File: config.mk
export PLATFORM = sky130hd
export DESIGN_NAME = spi_cmd_decoder_flat
export DESIGN_NICKNAME = d
export VERILOG_FILES = /design/src/rtl/spi_cmd_decoder_if.sv /design/src/rtl/spi_cmd_decoder.sv /design/src/flat_wrapper.sv
export SDC_FILE = /design/constraint.sdc
export NUM_CORES = 1
export LEC_CHECK = 0
export CAP_MARGIN = 20
export CORE_MARGIN = 4
export CORE_UTILIZATION = 51
export CTS_CLUSTER_SIZE = 12
export DETAILED_ROUTE_END_ITERATION = 16
export PLACE_DENSITY = 0.8
export SKIP_LAST_GASP = 1
export SLEW_MARGIN = 20
export SYNTH_ARGS = -nofsm -noshare
export SYNTH_HDL_FRONTEND = slang
export SYNTH_SLANG_ARGS = --single-unit
File: constraint.sdc
create_clock -name sysclk -period 2.2 [get_ports sysclk]
set_input_delay 0.55 -clock sysclk [delete_from_list [all_inputs] [get_ports sysclk]]
set_output_delay 0.55 -clock sysclk [all_outputs]
set_load 0.01 [all_outputs]
File: src/rtl/spi_cmd_decoder_if.sv
// Byte handshake between the SPI slave shift stage and spi_cmd_decoder.
// The slave modport is the decoder side; master is the SPI shift stage.
interface spi_cmd_decoder_if;
    logic       iRxReady;
    logic [7:0] iRx;
    logic       iSPICS;
    logic       oTxReady;
    logic [7:0] oTx;

    modport slave  (input  iRxReady, iRx, iSPICS, output oTxReady, oTx);
    modport master (output iRxReady, iRx, iSPICS, input  oTxReady, oTx);
endinterface

File: src/rtl/spi_cmd_decoder.sv
// SPI command decoder: parses {cmd, data...} frames into a small register file.
// Optional SPI_CMD_AUTOINC_EN enables multi-byte bursts with address wrap.
module spi_cmd_decoder #(
    parameter int         NUM_REGS = 8,
    parameter logic [7:0] ID_VALUE = 8'hA5
) (
    input  logic                  sysclk,
    input  logic                  iRstN,
    spi_cmd_decoder_if.slave      bus,
    output logic [8*NUM_REGS-1:0] oRegs,
    output logic                  oWrStrobe,
    output logic [5:0]            oWrAddr,
    output logic                  oFrameErr
);
    typedef enum logic [1:0] {IDLE, WRITE, READ, DONE} state_t;

    localparam logic [6:0] NREG7  = 7'(NUM_REGS);
    localparam logic [6:0] ID_ADR = 7'h7F;

    logic [1:0] rx_sync, cs_sync;
    logic       rx_prev, cs_prev;
    logic       byte_ev, frame_end;

    state_t     state_q, state_d;
    logic [6:0] addr_q, addr_d;
    logic       do_wr, do_load, err_set;
    logic [7:0] reply;
    logic [NUM_REGS-1:0][7:0] regs;

    // Edge detect is registered, so events act 3 cycles after the raw edge is seen.
    always_ff @(posedge sysclk or negedge iRstN) begin
        if (!iRstN) begin
            rx_sync   <= 2'b00;
            rx_prev   <= 1'b0;
            byte_ev   <= 1'b0;
            cs_sync   <= 2'b11;
            cs_prev   <= 1'b1;
            frame_end <= 1'b0;
        end else begin
            rx_sync   <= {rx_sync[0], bus.iRxReady};
            rx_prev   <= rx_sync[1];
            byte_ev   <= rx_sync[1] & ~rx_prev;
            cs_sync   <= {cs_sync[0], bus.iSPICS};
            cs_prev   <= cs_sync[1];
            frame_end <= cs_sync[1] & ~cs_prev;
        end
    end

`ifdef SPI_CMD_AUTOINC_EN
    localparam logic [6:0] LAST7 = 7'(NUM_REGS - 1);

    function automatic logic [6:0] adv(input logic [6:0] a);
        if (a == LAST7)     return 7'd0;
        else if (a < NREG7) return a + 7'd1;
        return a;
    endfunction
`endif

    always_ff @(posedge sysclk or negedge iRstN) begin
        if (!iRstN) begin
            state_q <= IDLE;
            addr_q  <= 7'd0;
        end else begin
            state_q <= state_d;
            addr_q  <= addr_d;
        end
    end

    always_comb begin
        state_d = state_q;
        addr_d  = addr_q;
        do_wr   = 1'b0;
        do_load = 1'b0;
        err_set = 1'b0;
        case (state_q)
            IDLE: if (byte_ev) begin
                addr_d = bus.iRx[6:0];
                if (bus.iRx[7]) begin
                    do_load = 1'b1;
                    state_d = READ;
                end else begin
                    state_d = WRITE;
                end
            end
            WRITE: if (byte_ev) begin
                if (addr_q < NREG7) do_wr   = 1'b1;
                else                err_set = 1'b1;
`ifdef SPI_CMD_AUTOINC_EN
                addr_d = adv(addr_q);
`else
                state_d = DONE;
`endif
            end
            READ: if (byte_ev) begin
`ifdef SPI_CMD_AUTOINC_EN
                addr_d  = adv(addr_q);
                do_load = 1'b1;
`else
                state_d = DONE;
`endif
            end
            default: ;
        endcase
        // Same-cycle byte is still processed above; the frame end only overrides state.
        if (frame_end) state_d = IDLE;
    end

    // Reply source follows the address being entered, not the one being left.
    always_comb begin
        reply = 8'hFF;
        if (addr_d == ID_ADR) reply = ID_VALUE;
        else
            for (int n = 0; n < NUM_REGS; n++)
                if (addr_d == 7'(n)) reply = regs[n];
    end

    always_ff @(posedge sysclk or negedge iRstN) begin
        if (!iRstN) begin
            regs         <= '0;
            oWrStrobe    <= 1'b0;
            oWrAddr      <= 6'd0;
            oFrameErr    <= 1'b0;
            bus.oTxReady <= 1'b0;
            bus.oTx      <= 8'h00;
        end else begin
            for (int n = 0; n < NUM_REGS; n++)
                if (do_wr && addr_q == 7'(n)) regs[n] <= bus.iRx;
            oWrStrobe    <= do_wr;
            if (do_wr) oWrAddr <= addr_q[5:0];
            oFrameErr    <= oFrameErr | err_set;
            bus.oTxReady <= do_load;
            if (do_load) bus.oTx <= reply;
        end
    end

    assign oRegs = regs;
endmodule

File: src/flat_wrapper.sv
// flat-port wrapper written by rule: the top's interface ports become plain ports
module spi_cmd_decoder_flat 
#(
    parameter int         NUM_REGS = 8,
    parameter logic [7:0] ID_VALUE = 8'hA5
)
  (sysclk, iRstN, oRegs, oWrStrobe, oWrAddr, oFrameErr, bus_iRxReady, bus_iRx, bus_iSPICS, bus_oTxReady, bus_oTx);
  spi_cmd_decoder_if bus_i ();
  input  logic sysclk;
  input  logic iRstN;
  output logic [8*NUM_REGS-1:0] oRegs;
  output logic oWrStrobe;
  output logic [5:0] oWrAddr;
  output logic oFrameErr;
  input wire logic [$bits(bus_i.iRxReady)-1:0] bus_iRxReady;
  input wire logic [$bits(bus_i.iRx)-1:0] bus_iRx;
  input wire logic [$bits(bus_i.iSPICS)-1:0] bus_iSPICS;
  output wire logic [$bits(bus_i.oTxReady)-1:0] bus_oTxReady;
  output wire logic [$bits(bus_i.oTx)-1:0] bus_oTx;
  assign bus_i.iRxReady = bus_iRxReady;
  assign bus_i.iRx = bus_iRx;
  assign bus_i.iSPICS = bus_iSPICS;
  assign bus_oTxReady = bus_i.oTxReady;
  assign bus_oTx = bus_i.oTx;
  spi_cmd_decoder #(.NUM_REGS(NUM_REGS), .ID_VALUE(ID_VALUE)) u_core (.sysclk(sysclk), .iRstN(iRstN), .bus(bus_i), .oRegs(oRegs), .oWrStrobe(oWrStrobe), .oWrAddr(oWrAddr), .oFrameErr(oFrameErr));
endmodule
==> impl_metrics.xml, run 1 <==
<?xml version="1.0" encoding="UTF-8"?>
<metrics>
  <group name="status">
    <metric name="status" unit="">finished, final reports clean</metric>
  </group>
  <group name="place">
    <metric name="numPlacedInstances" unit="">588</metric>
    <metric name="place.detailed.hpwl" unit="mm">9.323</metric>
    <metric name="io_buffer_count" unit="">92</metric>
    <metric name="gp_congestion" unit="">0.9343</metric>
    <metric name="dpl_cell_area" unit="sq mm">0.005739</metric>
    <metric name="preCtsSetupSlack" unit="ns">-0.2795</metric>
  </group>
  <group name="setup_path">
    <metric name="worstSetupEndpointType" unit="">flop</metric>
    <metric name="timing.critical_path.arrival" unit="ns">2.38</metric>
    <metric name="startpoint_type" unit="">flop</metric>
    <metric name="worst_r2r_path_depth" unit="">9</metric>
    <metric name="regToRegEndpoint" unit="">u_core.bus.oTx[0]</metric>
    <metric name="ff2ff_setup_slack" unit="ns">0.08</metric>
    <metric name="crit_path_end" unit="">u_core.bus.oTx[0]</metric>
    <metric name="cp_max_fo" unit="">5</metric>
    <metric name="startpoint" unit="">u_core.state_q[1]</metric>
    <metric name="launch_point_of_the_worst_reg_to_reg_path" unit="">u_core.state_q[1]</metric>
    <metric name="critical_path_required" unit="ns">2.47</metric>
    <metric name="category_of_the_critical_setup_timing_path" unit="">flop to flop</metric>
  </group>
  <group name="routing">
    <metric name="number_of_nets_with_antenna_violations_after_routing" unit="">0</metric>
    <metric name="detail_route.drc_violations" unit="">0</metric>
    <metric name="dr.pass1.iters" unit="">5</metric>
    <metric name="drt-vias-per-instance" unit="">5.995</metric>
    <metric name="first_iter_violations" unit="">285</metric>
    <metric name="via_count" unit="">3633</metric>
    <metric name="routedWlPerCell" unit="um">20.91</metric>
    <metric name="routed_wl" unit="mm">12.67</metric>
  </group>
  <group name="sta">
    <metric name="period_share" unit="%">96.21</metric>
    <metric name="skew" unit="ns">0.01795</metric>
    <metric name="final-setup-viol-count" unit="">0</metric>
    <metric name="max_freq" unit="MHz">472.5</metric>
    <metric name="timing.final.hold_violations" unit="">0</metric>
    <metric name="timing_worst_slew_pin_value" unit="ns">0.5490</metric>
    <metric name="fin_setup_tns" unit="ns">0</metric>
    <metric name="slew_headroom" unit="%">63.23</metric>
    <metric name="rsz0062_at_grt" unit="">yes</metric>
    <metric name="final_period_minus_worst_setup_slack" unit="ns">2.117</metric>
    <metric name="maxSlewViolCount" unit="">0</metric>
    <metric name="fin_worst_hold_slack" unit="ns">0.1257</metric>
    <metric name="worst_slack" unit="ns">0.08344</metric>
  </group>
  <group name="clock_network">
    <metric name="cts_tree" unit="">built</metric>
    <metric name="cts.path.max_buffers" unit="">2</metric>
    <metric name="cts_made_buffers" unit="">9</metric>
    <metric name="clockRootBuffer" unit="">sky130_fd_sc_hd__clkbuf_8</metric>
    <metric name="worstSkewPairLatency" unit="ns">0.37</metric>
    <metric name="cts.clk_slew.worst_paths" unit="ns">0.10</metric>
    <metric name="cts_hold_buf" unit="">0</metric>
    <metric name="clock_tree.htree_level_count" unit="">3</metric>
    <metric name="clock_sinks" unit="">98</metric>
  </group>
  <group name="final_layout">
    <metric name="post_route_cells_drive_above_1_share" unit="%">29.74</metric>
    <metric name="finish.instance_area" unit="sq mm">0.006010</metric>
    <metric name="syn_to_final_growth" unit="%">37.42</metric>
    <metric name="layoutNonFillerInstCount" unit="">606</metric>
    <metric name="end_of_flow_core_utilization" unit="%">72.41</metric>
    <metric name="antennaDiodeCount" unit="">0</metric>
    <metric name="filler_cell_count" unit="">582</metric>
    <metric name="final_nets" unit="">511</metric>
  </group>
  <group name="floorplan">
    <metric name="io_pins" unit="">93</metric>
    <metric name="die-width" unit="um">100.6</metric>
    <metric name="chipHeight" unit="um">100.6</metric>
    <metric name="dieArea" unit="sq mm">0.01012</metric>
    <metric name="initial_utilization" unit="%">52.69</metric>
    <metric name="floorplan.core_area" unit="sq mm">0.008299</metric>
    <metric name="rows" unit="">33</metric>
  </group>
  <group name="logic_synthesis">
    <metric name="ys_top_cells_by_area" unit="">sky130_fd_sc_hd__dfrtp_1 (54%), sky130_fd_sc_hd__mux2_2 (15%), sky130_fd_sc_hd__nand2_1 (3.1%), sky130_fd_sc_hd__o22ai_1 (2.9%), sky130_fd_sc_hd__a22oi_1 (2.1%)</metric>
    <metric name="yosys_warnings" unit="">0</metric>
    <metric name="number_of_synthesized_flops_with_an_enable_pin" unit="">0</metric>
    <metric name="synth_top_flop_cell" unit="">sky130_fd_sc_hd__dfrtp_1</metric>
    <metric name="syn-num-nets" unit="">377</metric>
    <metric name="syn_std_cell_area" unit="sq mm">0.004373</metric>
    <metric name="postSynthCellCount" unit="">362</metric>
    <metric name="yosysSeqAreaShare" unit="%">56.17</metric>
    <metric name="yosys.area.top_type_share" unit="%">54.36</metric>
    <metric name="synthArstFlopShare" unit="%">100.0</metric>
    <metric name="netlist-cell-type-count" unit="">48</metric>
    <metric name="postSynthAreaPerCell" unit="sq um">12.08</metric>
    <metric name="number_of_register_bits_inferred_by_synthesis" unit="">98</metric>
    <metric name="synth_top_area_cell" unit="">sky130_fd_sc_hd__dfrtp_1</metric>
  </group>
  <group name="power_and_ir_drop">
    <metric name="total_power" unit="mW">6.366</metric>
    <metric name="p_leak" unit="nW">2.695</metric>
    <metric name="power_density" unit="mW/mm^2">1059</metric>
    <metric name="maximum_vdd_drop" unit="mV">0.4726</metric>
  </group>
  <group name="grt">
    <metric name="grt_use_total" unit="%">25.54</metric>
    <metric name="pin_count_of_the_biggest_net_entering_global_routing" unit="">35</metric>
    <metric name="globalRouteOverflowTotal" unit="">0</metric>
    <metric name="vias_in_the_first_global_route" unit="">3626</metric>
    <metric name="grt_antenna_before_repair" unit="">0</metric>
    <metric name="grt_pass1_wl" unit="mm">19.89</metric>
  </group>
  <group name="hold_path">
    <metric name="holdCritPathClass" unit="">primary input to async pin</metric>
  </group>
  <group name="run">
    <metric name="drv_cap" unit="">0</metric>
  </group>
</metrics>
==> synth_stat cells (all sizes together) (2+ instances only) <==
cell type,n
dfrtp,95
mux2,60
nand2,36
o22ai,20
nor2,16
o21ai,15
a22oi,12
clkbuf,12
nand3,12
buf,11
inv,8
a211oi,5
and2,5
a21oi,4
a221oi,4
a22o,4
nand2b,4
nor2b,4
nor4,4
o221ai,4
dfstp,3
ha,3
a31oi,2
a32oi,2
and4b,2
nand4,2
nor3,2
==> cells by family (layout without fill, tap and decap cells) <==
family,Yosys count,in the layout,synth area share (%)
buf+inv,31,170,3.233
simple gates,90,90,11.73
mux,60,60,15.45
flops,98,98,56.17
compound gates,80,80,12.56
fa+ha+maj,3,3,0.8585
==> power by group <==
| part | switching, mW | internal [mW] |
|---|---|---|
| registers | 0.377 | 2.14 |
| logic | 1.29 | 1.38 |
| clock network | 0.641 | 0.540 |
| total | 2.31 | 4.05 |
==> timing repair <==
action | CTS | global route
endpoints found under the setup margin | 1 | 8
gates resized for setup | 0 | 11
buffers inserted | 2 | 0
pin swaps | 0 | 1
==> cell usage in the layout, fill, tap and decap left out, drive strengths merged, types with 3 or more instances in the layout <==
cell type      synthesis  layout
dfrtp                 95      95
o21ai                 15      15
inv                    8      10
nand3                 12      12
nor2                  16      16
o22ai                 20      20
dfstp                  3       3
o221ai                 4       4
clkbuf                12      10
buf                   11      55
a22o                   4       4
nand2                 36      36
ha                     3       3
nor2b                  4       4
and2                   5       5
nor4                   4       4
mux2                  60      60
a22oi                 12      12
a21oi                  4       4
clkdlybuf4s50          0      91
nand2b                 4       4
a211oi                 5       5
a221oi                 4       4
==> worst max-delay path, stage by stage (launching register included) <==
cell                       delay, ns
sky130_fd_sc_hd__dfrtp_1        0.40
sky130_fd_sc_hd__inv_1          0.09
sky130_fd_sc_hd__ha_2           0.24
sky130_fd_sc_hd__and2_1         0.21
sky130_fd_sc_hd__buf_4          0.15
sky130_fd_sc_hd__o21a_1         0.25
sky130_fd_sc_hd__o22ai_1        0.11
sky130_fd_sc_hd__o21ai_0        0.23
sky130_fd_sc_hd__a221oi_1       0.13
sky130_fd_sc_hd__a211oi_1       0.22
==> worst min-delay path by stage <==
stage,to,slack [ns],cells past startpoint
finish,u_core.rx_sync[0],0.13,1
global route,u_core.rx_sync[1],0.15,1
CTS,u_core.rx_sync[0],0.14,1
detailed placement,u_core.rx_sync[1],0.34,0
global placement,u_core.rx_sync[1],0.33,0
floorplan,u_core.addr_q[0],0.25,0
==> state kept, by name, indices dropped and copies added (netlist names) <==
| name | cells |
|---|---|
| u_core.addr_q | 7 |
| u_core.bus.oTx | 8 |
| u_core.bus.oTxReady | 1 |
| u_core.byte_ev | 1 |
| u_core.cs_prev | 1 |
| u_core.cs_sync | 2 |
| u_core.frame_end | 1 |
| u_core.oFrameErr | 1 |
| u_core.oRegs | 64 |
| u_core.oWrAddr | 6 |
| u_core.oWrStrobe | 1 |
| u_core.rx_prev | 1 |
| u_core.rx_sync | 2 |
| u_core.state_q | 2 |
==> cell type report <==
| cell class | count | area (sq um) | area share, % |
|---|---|---|---|
| Timing Repair Buffer | 146 | 1378 | 22.92 |
| Clock buffer | 10 | 127.6 | 2.124 |
| Inverter | 8 | 30.03 | 0.4997 |
| Clock inverter | 6 | 73.82 | 1.228 |
| Sequential cell | 98 | 2456 | 40.87 |
| Multi-Input combinational cell | 233 | 1813 | 30.17 |
| Tap cell | 105 | 131.4 | 2.186 |
==> routing by layer <==
layer  track usage, %  vias to the layer above  share of wire [%]
met5                0                        -                  0
met4            6.839                        0                1.5
met3            3.875                       18                7.8
met2            40.35                      179                 48
met1            36.99                     1835                 42
li1                 -                     1601                  -
Power figures use the tool's default switching activity.
==> run 2: changes to the inputs <==
--- a/config.mk
+++ b/config.mk
@@ -7,12 +7,11 @@
 export LEC_CHECK = 0
 export CAP_MARGIN = 20
 export CORE_MARGIN = 4
-export CORE_UTILIZATION = 51
+export CORE_UTILIZATION = 55
 export CTS_CLUSTER_SIZE = 12
 export DETAILED_ROUTE_END_ITERATION = 16
-export PLACE_DENSITY = 0.8
+export PLACE_DENSITY = 0.85
 export SKIP_LAST_GASP = 1
-export SLEW_MARGIN = 20
 export SYNTH_ARGS = -nofsm -noshare
 export SYNTH_HDL_FRONTEND = slang
 export SYNTH_SLANG_ARGS = --single-unit
==> constraint.sdc (replaced) <==
create_clock -name sysclk -period 2.5 [get_ports sysclk]
set_input_delay 0.625 -clock sysclk [delete_from_list [all_inputs] [get_ports sysclk]]
set_output_delay 0.625 -clock sysclk [all_outputs]
set_load 0.01 [all_outputs]
==> impl_metrics.xml, run 2 (synthesis gave the netlist of run 1 again) <==
<?xml version="1.0" encoding="UTF-8"?>
<metrics>
  <group name="final_layout">
    <metric name="syn_to_final_growth" unit="%">33.05</metric>
    <metric name="antennaDiodeCount" unit="">0</metric>
    <metric name="finish.instance_area" unit="sq mm">0.005818</metric>
    <metric name="mostFrequentLayoutCells" unit="">sky130_fd_sc_hd__dfrtp_1 (95), sky130_fd_sc_hd__clkdlybuf4s50_1 (91), sky130_fd_sc_hd__mux2_2 (60)</metric>
    <metric name="final_nets" unit="">490</metric>
    <metric name="layoutNonFillerInstCount" unit="">582</metric>
    <metric name="end_of_flow_core_utilization" unit="%">75.29</metric>
    <metric name="post_route_cells_drive_above_1_share" unit="%">25.62</metric>
    <metric name="mostFrequentLayoutCell" unit="">sky130_fd_sc_hd__dfrtp_1</metric>
    <metric name="largest_register_ff_count" unit="">64</metric>
  </group>
  <group name="setup_path">
    <metric name="worstSetupEndpointType" unit="">flop</metric>
    <metric name="startpoint" unit="">u_core.state_q[1]</metric>
    <metric name="startpoint_type" unit="">flop</metric>
    <metric name="cp_max_fo" unit="">9</metric>
    <metric name="regToRegEndpoint" unit="">u_core.bus.oTx[1]</metric>
    <metric name="timing.critical_path.arrival" unit="ns">2.64</metric>
    <metric name="critical_path_required" unit="ns">2.81</metric>
    <metric name="crit_path_end" unit="">u_core.bus.oTx[1]</metric>
    <metric name="launch_point_of_the_worst_reg_to_reg_path" unit="">u_core.state_q[1]</metric>
    <metric name="category_of_the_critical_setup_timing_path" unit="">flop to flop</metric>
    <metric name="ff2ff_setup_slack" unit="ns">0.17</metric>
    <metric name="worst_r2r_path_depth" unit="">9</metric>
  </group>
  <group name="routing">
    <metric name="via_count" unit="">3598</metric>
    <metric name="maxUsedRoutingLayer" unit="">met4</metric>
    <metric name="drt-vias-per-instance" unit="">6.182</metric>
    <metric name="first_iter_violations" unit="">371</metric>
    <metric name="number_of_nets_with_antenna_violations_after_routing" unit="">0</metric>
    <metric name="routed_wl" unit="mm">12.58</metric>
    <metric name="met2WireLength" unit="mm">6.032</metric>
    <metric name="routedWlPerCell" unit="um">21.61</metric>
    <metric name="wirelength_met1" unit="mm">5.139</metric>
    <metric name="met3_routed_wl" unit="mm">1.085</metric>
    <metric name="detail_route.drc_violations" unit="">0</metric>
    <metric name="dr.pass1.iters" unit="">5</metric>
  </group>
  <group name="place">
    <metric name="numPlacedInstances" unit="">566</metric>
    <metric name="dpl_cell_area" unit="sq mm">0.005593</metric>
    <metric name="gp_congestion" unit="">0.9416</metric>
    <metric name="place.detailed.hpwl" unit="mm">9.172</metric>
    <metric name="io_buffer_count" unit="">92</metric>
  </group>
  <group name="clock_network">
    <metric name="postCtsSetupRepairBufs" unit="">0</metric>
    <metric name="clockRootBuffer" unit="">sky130_fd_sc_hd__clkbuf_8</metric>
    <metric name="worstSkewPairLatency" unit="ns">0.36</metric>
    <metric name="clock_sinks" unit="">98</metric>
    <metric name="cts.path.max_buffers" unit="">2</metric>
    <metric name="clock_tree.htree_level_count" unit="">3</metric>
    <metric name="cts_made_buffers" unit="">9</metric>
    <metric name="cts.clk_slew.worst_paths" unit="ns">0.10</metric>
    <metric name="cts_hold_buf" unit="">0</metric>
    <metric name="cts_tree" unit="">built</metric>
  </group>
  <group name="sta">
    <metric name="slew_headroom" unit="%">54.39</metric>
    <metric name="timing_worst_slew_pin_value" unit="ns">0.6841</metric>
    <metric name="final-setup-viol-count" unit="">0</metric>
    <metric name="timing.final.hold_violations" unit="">0</metric>
    <metric name="rsz0062_at_grt" unit="">no</metric>
    <metric name="period_share" unit="%">93.14</metric>
    <metric name="maxSlewViolCount" unit="">0</metric>
    <metric name="final_period_minus_worst_setup_slack" unit="ns">2.329</metric>
    <metric name="skew" unit="ns">0.01103</metric>
    <metric name="max_freq" unit="MHz">429.4</metric>
  </group>
  <group name="floorplan">
    <metric name="dieArea" unit="sq mm">0.009441</metric>
    <metric name="floorplan.core_area" unit="sq mm">0.007727</metric>
    <metric name="chipHeight" unit="um">97.17</metric>
    <metric name="rows" unit="">32</metric>
    <metric name="io_pins" unit="">93</metric>
    <metric name="die-width" unit="um">97.17</metric>
    <metric name="initial_utilization" unit="%">56.59</metric>
  </group>
  <group name="power_and_ir_drop">
    <metric name="maximum_vdd_drop" unit="mV">0.4569</metric>
    <metric name="power_density" unit="mW/mm^2">926.7</metric>
    <metric name="switching_power" unit="mW">1.966</metric>
    <metric name="p_int" unit="mW">3.425</metric>
    <metric name="power_switching_share" unit="%">36.47</metric>
    <metric name="p_leak" unit="nW">2.583</metric>
    <metric name="clockPowerShare" unit="%">19.0</metric>
    <metric name="comb_power_share" unit="%">39.5</metric>
    <metric name="pwr-share-seq" unit="%">41.5</metric>
  </group>
  <group name="run">
    <metric name="drv_cap" unit="">0</metric>
  </group>
  <group name="grt">
    <metric name="vias_in_the_first_global_route" unit="">3614</metric>
    <metric name="grt_antenna_before_repair" unit="">0</metric>
    <metric name="grt_use_total" unit="%">26.77</metric>
    <metric name="grt_pass1_wl" unit="mm">20.02</metric>
    <metric name="globalRouteOverflowTotal" unit="">0</metric>
    <metric name="pin_count_of_the_biggest_net_entering_global_routing" unit="">40</metric>
  </group>
  <group name="status">
    <metric name="status" unit="">finished, final reports clean</metric>
  </group>
  <group name="hold_path">
    <metric name="holdCritPathClass" unit="">primary input to async pin</metric>
  </group>
</metrics>
-- run 2: cell count changes in the layout (fill, tap and decap cells not counted), moves of 2 or more --
cell	previous run	this run
sky130_fd_sc_hd__a21oi_2	2	0
sky130_fd_sc_hd__buf_4	50	31
sky130_fd_sc_hd__o21ai_0	12	14
sky130_fd_sc_hd__a21oi_1	2	4
-- run 2: per-layer routing --
metal | GRT usage, % | up-vias
met5 | 0 | -
met4 | 10.04 | 0
met3 | 3.877 | 28
met2 | 42.25 | 229
met1 | 37.76 | 1784
li1 | - | 1557
-- run 2: worst min path at each step --
stage                      startpoint           endpoint  cells after the start
detailed placement  u_core.rx_sync[0]  u_core.rx_sync[1]                      0
floorplan                       iRstN   u_core.addr_q[0]                      0
global route                    iRstN  u_core.rx_sync[0]                      1
global placement    u_core.rx_sync[0]  u_core.rx_sync[1]                      0
CTS                             iRstN  u_core.rx_sync[1]                      1
finish                          iRstN  u_core.rx_sync[1]                      1
-- run 2: worst max-delay path, stage by stage (launching register included) --
cell,delay [ns]
sky130_fd_sc_hd__dfrtp_1,0.41
sky130_fd_sc_hd__inv_1,0.08
sky130_fd_sc_hd__ha_2,0.27
sky130_fd_sc_hd__and2_1,0.23
sky130_fd_sc_hd__buf_4,0.17
sky130_fd_sc_hd__nand2_1,0.23
sky130_fd_sc_hd__a31oi_4,0.26
sky130_fd_sc_hd__and2_1,0.38
sky130_fd_sc_hd__a22oi_1,0.15
sky130_fd_sc_hd__nand2_1,0.10
-- run 2: final cells by class --
type | instances | area, sq um
inverter | 8 | 30.03
sequential | 98 | 2456
tap | 102 | 127.6
clock inverter | 5 | 63.81
multi-input combinational | 233 | 1805
clock buffer | 11 | 131.4
fill | 512 | 1909
timing repair buffer | 125 | 1204
-- run 2: power groups by stage --
stage / clock network (mW) / registers (mW) / logic [mW]
final: 1.02 / 2.24 / 2.13
after detailed placement: 0 / 2.26 / 2.06
after CTS: 1.03 / 2.23 / 2.08
after global placement: 0 / 2.24 / 1.99
after global routing: 1.09 / 2.28 / 2.28
after floorplan: 0 / 2.19 / 1.12
-- run 2: metrics by stage --
stage	setup WS [ns]	power [mW]	hold slack [ns]	setup TNS, ns
6_report	0.1714	5.391	0.2072	0
5_1_grt	0.02115	5.649	0.2431	0
4_1_cts	0.03057	5.339	0.2153	0
3_5_place_dp	-0.1149	4.317	0.3460	-0.2603
3_3_place_gp	-0.1429	4.232	0.3382	-0.1951
2_1_floorplan	0.4933	3.315	0.3294	0
-- run 2: timing repair --
action,CTS,global route
resized for setup,0,5
setup endpoints to repair,0,8
hold endpoints to repair,0,0
==> run 3: changes to the inputs <==
--- a/config.mk
+++ b/config.mk
@@ -6,7 +6,6 @@
 export NUM_CORES = 1
 export LEC_CHECK = 0
 export CAP_MARGIN = 20
-export CORE_MARGIN = 4
 export CORE_UTILIZATION = 55
 export CTS_CLUSTER_SIZE = 12
 export DETAILED_ROUTE_END_ITERATION = 16
==> impl_metrics.xml, run 3 (synthesis gave the netlist of run 1 again) <==
<?xml version="1.0" encoding="UTF-8"?>
<metrics>
  <group name="place">
    <metric name="io_buffer_count" unit="">92</metric>
    <metric name="gp_congestion" unit="">0.9460</metric>
    <metric name="place.detailed.hpwl" unit="mm">8.425</metric>
    <metric name="dpl_cell_area" unit="sq mm">0.005565</metric>
    <metric name="numPlacedInstances" unit="">564</metric>
  </group>
  <group name="clock_network">
    <metric name="clockRootBuffer" unit="">sky130_fd_sc_hd__clkbuf_8</metric>
    <metric name="cts.clk_slew.worst_paths" unit="ns">0.09</metric>
    <metric name="clock_sinks" unit="">98</metric>
    <metric name="postCtsSetupRepairBufs" unit="">0</metric>
    <metric name="cts.path.max_buffers" unit="">2</metric>
    <metric name="worstSkewPairLatency" unit="ns">0.36</metric>
    <metric name="cts_tree" unit="">built</metric>
    <metric name="cts_made_buffers" unit="">9</metric>
    <metric name="clock_tree.htree_level_count" unit="">3</metric>
  </group>
  <group name="floorplan">
    <metric name="io_pins" unit="">93</metric>
    <metric name="rows" unit="">32</metric>
    <metric name="die-width" unit="um">91.17</metric>
    <metric name="chipHeight" unit="um">91.17</metric>
    <metric name="floorplan.core_area" unit="sq mm">0.007727</metric>
    <metric name="dieArea" unit="sq mm">0.008311</metric>
    <metric name="initial_utilization" unit="%">56.59</metric>
  </group>
  <group name="setup_path">
    <metric name="critical_path_required" unit="ns">2.75</metric>
    <metric name="timing.critical_path.arrival" unit="ns">2.56</metric>
    <metric name="startpoint_type" unit="">flop</metric>
    <metric name="category_of_the_critical_setup_timing_path" unit="">flop to flop</metric>
    <metric name="worstSetupEndpointType" unit="">flop</metric>
    <metric name="cp_max_fo" unit="">12</metric>
  </group>
  <group name="grt">
    <metric name="vias_in_the_first_global_route" unit="">3377</metric>
    <metric name="grt_pass1_wl" unit="mm">18.83</metric>
    <metric name="pin_count_of_the_biggest_net_entering_global_routing" unit="">63</metric>
    <metric name="grt_antenna_before_repair" unit="">0</metric>
    <metric name="globalRouteOverflowTotal" unit="">0</metric>
    <metric name="grt_use_total" unit="%">29.93</metric>
  </group>
  <group name="sta">
    <metric name="max_freq" unit="MHz">433.4</metric>
    <metric name="rsz0062_at_grt" unit="">no</metric>
    <metric name="fin_setup_tns" unit="ns">0</metric>
    <metric name="slew_headroom" unit="%">55.85</metric>
    <metric name="maxSlewViolCount" unit="">0</metric>
    <metric name="period_share" unit="%">92.30</metric>
    <metric name="skew" unit="ns">0.02054</metric>
    <metric name="fin_worst_hold_slack" unit="ns">0.2276</metric>
    <metric name="final_period_minus_worst_setup_slack" unit="ns">2.307</metric>
    <metric name="timing_worst_slew_pin_value" unit="ns">0.6622</metric>
    <metric name="final-setup-viol-count" unit="">0</metric>
    <metric name="timing.final.hold_violations" unit="">0</metric>
  </group>
  <group name="final_layout">
    <metric name="mostFrequentLayoutCells" unit="">sky130_fd_sc_hd__dfrtp_1 (95), sky130_fd_sc_hd__clkdlybuf4s50_1 (91), sky130_fd_sc_hd__mux2_2 (60)</metric>
    <metric name="end_of_flow_core_utilization" unit="%">74.58</metric>
    <metric name="syn_to_final_growth" unit="%">31.79</metric>
    <metric name="multiInputGateArea" unit="sq mm">0.001779</metric>
    <metric name="final_nets" unit="">488</metric>
    <metric name="finish.instance_area" unit="sq mm">0.005763</metric>
    <metric name="post_route_cells_drive_above_1_share" unit="%">24.90</metric>
    <metric name="layoutNonFillerInstCount" unit="">580</metric>
    <metric name="ff_latch_area" unit="sq mm">0.002456</metric>
    <metric name="largest_register_ff_count" unit="">64</metric>
    <metric name="filler_cell_count" unit="">507</metric>
    <metric name="antennaDiodeCount" unit="">0</metric>
    <metric name="mostFrequentLayoutCell" unit="">sky130_fd_sc_hd__dfrtp_1</metric>
  </group>
  <group name="power_and_ir_drop">
    <metric name="clockPowerShare" unit="%">19.1</metric>
    <metric name="switching_power" unit="mW">1.918</metric>
    <metric name="comb_power_share" unit="%">39.0</metric>
    <metric name="power_switching_share" unit="%">36.05</metric>
    <metric name="maximum_vdd_drop" unit="mV">0.5432</metric>
    <metric name="pwr-share-seq" unit="%">42.0</metric>
    <metric name="power_density" unit="mW/mm^2">923.2</metric>
    <metric name="p_int" unit="mW">3.402</metric>
    <metric name="p_leak" unit="nW">2.559</metric>
  </group>
  <group name="routing">
    <metric name="detail_route.drc_violations" unit="">0</metric>
    <metric name="via_count" unit="">3562</metric>
    <metric name="routedWlPerCell" unit="um">20.37</metric>
    <metric name="drt-vias-per-instance" unit="">6.141</metric>
    <metric name="dr.pass1.iters" unit="">6</metric>
    <metric name="first_iter_violations" unit="">337</metric>
    <metric name="number_of_nets_with_antenna_violations_after_routing" unit="">0</metric>
    <metric name="routed_wl" unit="mm">11.81</metric>
  </group>
  <group name="hold_path">
    <metric name="holdCritPathClass" unit="">primary input to async pin</metric>
  </group>
  <group name="run">
    <metric name="drv_cap" unit="">0</metric>
  </group>
  <group name="status">
    <metric name="status" unit="">finished, final reports clean</metric>
  </group>
</metrics>
==> run 3: final cells by class <==
type,count,area share [%]
clock inverters,5,1.086
flip-flops and latches,98,42.62
well taps,102,2.214
inverters,8,0.5211
clock buffers,11,2.280
multi-input cells,233,30.87
repair buffers,123,20.41
==> run 3: per-layer routing <==
metal	track usage (%)	routed length [um]	vias to the layer above
met5	0	0	-
met4	11.11	323	0
met3	6.533	1082	29
met2	45.45	5503	221
met1	42.47	4905	1756
li1	-	-	1556
==> run 3: per-stage QoR <==
stage	setup slack (ns)	power (mW)
2_1_floorplan	0.4933	3.315
3_3_place_gp	0.02261	4.214
3_5_place_dp	-0.08230	4.288
4_1_cts	0.09964	5.302
5_1_grt	0.001394	5.600
6_report	0.1926	5.321
==> run 3: timing repair <==
action	in CTS	in global routing
resized for setup	0	2
hold endpoints to repair	0	0
hold buffers	0	0
setup endpoints to repair	0	8
==> run 3: worst paths after layout <==
path | slack [ns] | startpoint | cells past startpoint | endpoint
max | 0.19 | u_core.state_q[0] | 10 | u_core.bus.oTx[5]
min | 0.23 | iRstN | 1 | u_core.rx_sync[0]
max reg2reg | 0.19 | u_core.state_q[0] | 10 | u_core.bus.oTx[5]
min reg2reg | 0.35 | u_core.rx_sync[0] | 0 | u_core.rx_sync[1]
max in group asynchronous | 1.57 | iRstN | 2 | u_core.bus.oTx[5]
min in group sysclk | 0.35 | u_core.rx_sync[0] | 0 | u_core.rx_sync[1]
==> run 3: power groups by stage <==
stage / sequential [mW] / combinational, mW / clock, mW
after floorplan: 2.19 / 1.12 / 0
after global placement: 2.24 / 1.98 / 0
after detailed placement: 2.25 / 2.04 / 0
after CTS: 2.22 / 2.06 / 1.02
after global routing: 2.27 / 2.24 / 1.09
final: 2.23 / 2.07 / 1.01
==> run 3: critical path, cell delays in order, from the launching register on <==
cell and delay [ns]:
sky130_fd_sc_hd__dfrtp_1 0.42, sky130_fd_sc_hd__inv_1 0.07, sky130_fd_sc_hd__ha_2 0.26, sky130_fd_sc_hd__nand2_1 0.13
sky130_fd_sc_hd__buf_4 0.22, sky130_fd_sc_hd__a21oi_1 0.20, sky130_fd_sc_hd__buf_4 0.20, sky130_fd_sc_hd__o22ai_1 0.08
sky130_fd_sc_hd__o21ai_0 0.26, sky130_fd_sc_hd__a221oi_1 0.12, sky130_fd_sc_hd__a211oi_1 0.23
